[src/rtl/regfile.sv]
// Integer register file x1-x31 with a registered two-port read, one write port,
// and a pending-load scoreboard for load-use stall detection.
module regfile (
    input  logic        clk,
    input  logic        reset,
    input  logic        stall,
    input  logic [4:0]  reg_raddr1,
    input  logic [4:0]  reg_raddr2,
    output logic [31:0] reg_rdata1,
    output logic [31:0] reg_rdata2,
    output logic [4:0]  reg_raddr1_q,
    output logic [4:0]  reg_raddr2_q,
    input  logic [4:0]  reg_waddr,
    input  logic [31:0] reg_wdata,
    input  logic        reg_write,
    input  logic        pend_set,
    input  logic [4:0]  pend_rd,
    output logic        busy1,
    output logic        busy2
);

    logic [31:0] mem [1:31];
    logic [31:0] pend;
    logic        wr_en;
    logic        set_en;

    assign wr_en  = reg_write && (reg_waddr != '0);
    assign set_en = pend_set && (pend_rd != '0);

    always_ff @(posedge clk or negedge reset) begin
        if (!reset) begin
            for (int unsigned i = 1; i < 32; i++) begin
                mem[i[4:0]] <= '0;
            end
            pend         <= '0;
            reg_rdata1   <= '0;
            reg_rdata2   <= '0;
            reg_raddr1_q <= '0;
            reg_raddr2_q <= '0;
        end else if (!stall) begin
            if (wr_en) begin
                mem[reg_waddr] <= reg_wdata;
            end
            // Reads sample the pre-edge contents; same-edge writes are left to the forwarding stage.
            reg_rdata1   <= (reg_raddr1 == '0) ? '0 : mem[reg_raddr1];
            reg_rdata2   <= (reg_raddr2 == '0) ? '0 : mem[reg_raddr2];
            reg_raddr1_q <= reg_raddr1;
            reg_raddr2_q <= reg_raddr2;
            // Set is applied after clear so a newly issued load supersedes a retiring one.
            if (wr_en) begin
                pend[reg_waddr] <= 1'b0;
            end
            if (set_en) begin
                pend[pend_rd] <= 1'b1;
            end
        end
    end

    assign busy1 = pend[reg_raddr1_q];
    assign busy2 = pend[reg_raddr2_q];

endmodule

[config.mk]
export PLATFORM = sky130hd
export DESIGN_NAME = regfile
export DESIGN_NICKNAME = d
export VERILOG_FILES = /design/src/rtl/regfile.sv
export SDC_FILE = /design/constraint.sdc
export NUM_CORES = 2
export LEC_CHECK = 0
export BUFFER_PORTS_ARGS = -buffer_cell sky130_fd_sc_hd__buf_2
export CAP_MARGIN = 20
export CORE_MARGIN = 2
export CORE_UTILIZATION = 35
export DETAILED_ROUTE_END_ITERATION = 8
export SETUP_SLACK_MARGIN = 0.4
export SLEW_MARGIN = 20
export SYNTH_ARGS = -nofsm -noshare
export SYNTH_HDL_FRONTEND = slang
export SYNTH_SLANG_ARGS = --single-unit
[constraint.sdc]
create_clock -name clk -period 2.5 [get_ports clk]
set_clock_uncertainty 0.1 [all_clocks]
set_input_delay 0.25 -clock clk [delete_from_list [all_inputs] [get_ports clk]]
set_output_delay 0.25 -clock clk [all_outputs]
set_load 0.02 [all_outputs]
==> summary.md <==
| Metric | Value |
|---|---|
| Warnings, synthesis | `0` |
| Worst Tran Pin Value | `1.20 ns` |
| Pre-antenna DRT Iters | `5` |
| Final weighted congestion of routability-driven global placement | `0.844` |
| Met2 WL | `93900 um` |
| Sequential cell area fraction in the yosys report | `0.477` |
| Number of flip-flops and latches in the synthesized netlist | `1098` |
| Total track usage | `0.233` |
| Most used DFF post-synth | `dfrtp_1` |
| Syn_area_per_cell | `14.8 um^2` |
| Area contributors post-synth | `dfrtp_1, mux2_2, mux4_2, a221oi_1, clkbuf_1` |
| Sequence of cells on the critical path | `mux4_2 -> mux4_2 -> mux2_4 -> buf_6` |
| Upper clock frequency limit | `327 MHz` |
| Number of global-route vias before repair | `39300` |
| Cell area after synthesis | `57600 um^2` |
| Leading cell types by count after synthesis | `dfrtp_1, mux2_2, mux4_2` |
| Met3 WL | `13600 um` |
| Worst hold margin | `0.0349 ns` |
| Final nets | `4131` |
| Post-Place Setup Slack | `-0.168 ns` |
| Synth Instances | `3879` |
| Smallest setup slack after layout | `-0.555 ns` |
| Total count of max-transition violations in the final report | `0` |
| Result of the run | `finished with violations` |
| Worst path max stage delay | `0.54 ns` |
| Most numerous cell on the critical path | `mux4_2` |
| Cell type with the largest total area after synthesis | `dfrtp_1` |
| Detailed-route wire length on metal 1 | `81900 um` |
| Top-area cell type share of the netlist area | `0.477` |
| Slack of the worst reg-to-reg path | `0.49 ns` |
| Antenna violations before repair | `12` |
| Clock Latency Late Sink | `0.77 ns` |
| Crit Path Class | `reg2out` |
| Width of the chip | `410 um` |
| Synthesis-to-finish area growth | `17.5%` |
| Final critical-path share of the clock period | `1.22` |
| Critical Path Sink Type | `output pin` |
| Hold Path Sink | `mem[862]$_DFFE_PN0P_` |
| Number of cell instances on the worst register-to-register path | `5` |
| Required time reported for the critical path endpoint | `2.15 ns` |
| Clock-pin slew on the worst setup and hold paths | `0.06 ns` |
| Count leader, synth | `dfrtp_1` |
| Master of the slowest instance on the critical path | `mux4_2` |
| Maximum fanout count along the critical path | `8` |
| Min-Delay Startpoint | `reg_wdata[30]` |
| Final antenna-violating net count | `0` |
| Async S/R FF share, synth | `1.00` |
| Setup repair after global routing missed its margin | `true` |
| CTS H-tree lvls | `3` |
| Top layer in use | `met5` |
| Hold Fails Final Rpt | `0` |
| Chip Height | `410 um` |
| FF-to-FF End | `reg_rdata1[27]$_DFFE_PN0N_` |
| Fill cell instance count of the final layout | `14700` |
| Clock Sinks | `1098` |
| Area of the die | `168000 um^2` |
| Grt total ovfl | `0` |
| Pleak | `30.3 nW` |
| Post-synth cell types | `52` |
| Min-Delay Path Class | `in2reg` |
| Site Rows | `148` |
| Maximum Capacitance Violations | `0` |
| DPL Wire Length | `125000 um` |
| Final WL | `196000 um` |
| DRC violations left | `0` |
| Detailed Route Iter0 Violations | `3335` |
| Syn_nets | `3936` |
| Layout cell share with drive strength beyond 1 | `0.544` |
| Global-route wire length before repair | `288000 um` |
| Clock root cell | `clkbuf_16` |
| Post-placement cell count | `6100` |
| Setup Viol. Count Final | `2` |
| Detailed-route vias per instance | `5.98` |
| Post-layout minimum cycle time | `3.05 ns` |
| Startpoint class of the critical path | `flop` |
| Post-layout total power | `0.0492 W` |
| Largest net degree at the start of global routing | `68` |
| I/O Pins | `133` |
| Max clock buf depth | `3` |
| Starting density of the core | `0.353` |
| Cell area power density | `727 nW/um^2` |
| Origin of the critical flop-to-flop path | `mem[27]$_DFFE_PN0P_` |
| Clock buffers created by TritonCTS | `117` |
| Final Instance Count excl. Fillers | `6353` |
| Data arrival time of the worst path | `2.70 ns` |
| Depth of the worst hold-timing path | `2` |
| Port bufs | `132` |
| Via count | `38000` |
| Drt wl/cell | `30.9 um` |
| TritonCTS clock tree | `built` |
| Max-slew headroom | `0.201` |
| Violations in the final reports | `negative setup slack` |
| Area inside the core boundary | `163000 um^2` |
| Count of flip-flops with a built-in enable after synthesis | `0` |
| Worst vdd ir | `0.518 mV` |
==> placed cells by master (no fill, tap or decap), drive strengths merged, types with 3 or more instances in the layout <==
master	instances
a2111oi	32
a211o	32
a211oi	7
a21oi	63
a221oi	121
a22o	45
a22oi	30
and2	3
and3b	3
buf	467
bufinv	10
clkbuf	177
clkinv	22
dfrtp	1098
diode	4
dlygate4sd3	20
inv	51
mux2	1124
mux2i	43
mux4	436
nand2	40
nand2b	7
nand3b	4
nand4b	6
nor2	83
nor2b	71
nor3	9
nor3b	11
o21ai	64
o221ai	28
o22ai	16
o31a	30
or3	3
==> layout make-up <==
class / instances / area, um^2 / share of cell area
Antenna cell: 4 / 10.0 / 0.000148
Clock buffer: 177 / 3540 / 0.0524
Clock inverter: 42 / 520 / 0.00769
Inverter: 43 / 161 / 0.00239
Multi-Input combinational cell: 2327 / 28300 / 0.418
Sequential cell: 1098 / 27500 / 0.406
Tap cell: 2175 / 2720 / 0.0402
Timing Repair Buffer: 487 / 4950 / 0.0732
==> power breakdown <==
group / total (W) / leakage (nW) / internal, W / switching [W]
combinational: 0.00865 / 13.7 / 0.00486 / 0.00379
clock: 0.0185 / 2.02 / 0.0108 / 0.00770
sequential: 0.0221 / 14.5 / 0.0202 / 0.00192
total: 0.0492 / 30.3 / 0.0358 / 0.0134
==> state kept, by name (all words and copies together) (netlist names) <==
name,flops
reg_rdata2,32
reg_raddr1_q,5
reg_raddr2_q,5
mem,992
reg_rdata1,32
pend,32
==> critical path: cells and delay by family (launching register included) <==
kind / cells / cell delay (ns)
buffers and inverters: 1 / 0.13
multiplexers: 3 / 1.32
flip-flops: 1 / 0.50
==> logic make-up (layout without fill, tap and decap cells) <==
kind of cell | Yosys count | count (layout) | share of synthesized area
mux | 1603 | 1603 | 0.398
flops | 1098 | 1098 | 0.477
compound gates | 474 | 474 | 0.0656
buf+inv | 454 | 749 | 0.0363
simple gates | 250 | 250 | 0.0226
other cells | 0 | 4 | 0
==> what timing repair did <==
item,4_1_cts,5_1_grt
setup buffers,8,1
setup endpoints to repair,2,3
hold buffers,21,0
endpoints found under the hold margin,972,0
gates resized for setup,5,2
==> through the flow <==
step	util	TNS, ns	cell area (um^2)
CTS	0.415	-1.15	67600
global placement	0.388	-0.800	63300
floorplan	-	0	57700
finish	0.415	-1.08	67700
global route	0.415	-1.17	67700
detailed placement	0.388	-0.864	63300
==> per-layer routing <==
metal  vias to the layer above  track usage
met5                         -            0
met4                         4       0.0793
met3                       360       0.0437
met2                      1475        0.380
met1                     20700        0.312
li1                      15500            -
==> worst max path at each step <==
| stage | start | end |
|---|---|---|
| after floorplan | reg_raddr1_q[0]$_DFFE_PN0N_ | busy1 |
| after global placement | reg_raddr2[0] | reg_rdata2[8]$_DFFE_PN0N_ |
| after detailed placement | reg_raddr2[0] | reg_rdata2[8]$_DFFE_PN0N_ |
| after CTS | reg_raddr2_q[0]$_DFFE_PN0N_ | busy2 |
| after global routing | reg_raddr2_q[0]$_DFFE_PN0N_ | busy2 |
| final | reg_raddr2_q[0]$_DFFE_PN0N_ | busy2 |
(Power assumes the default switching activity.)
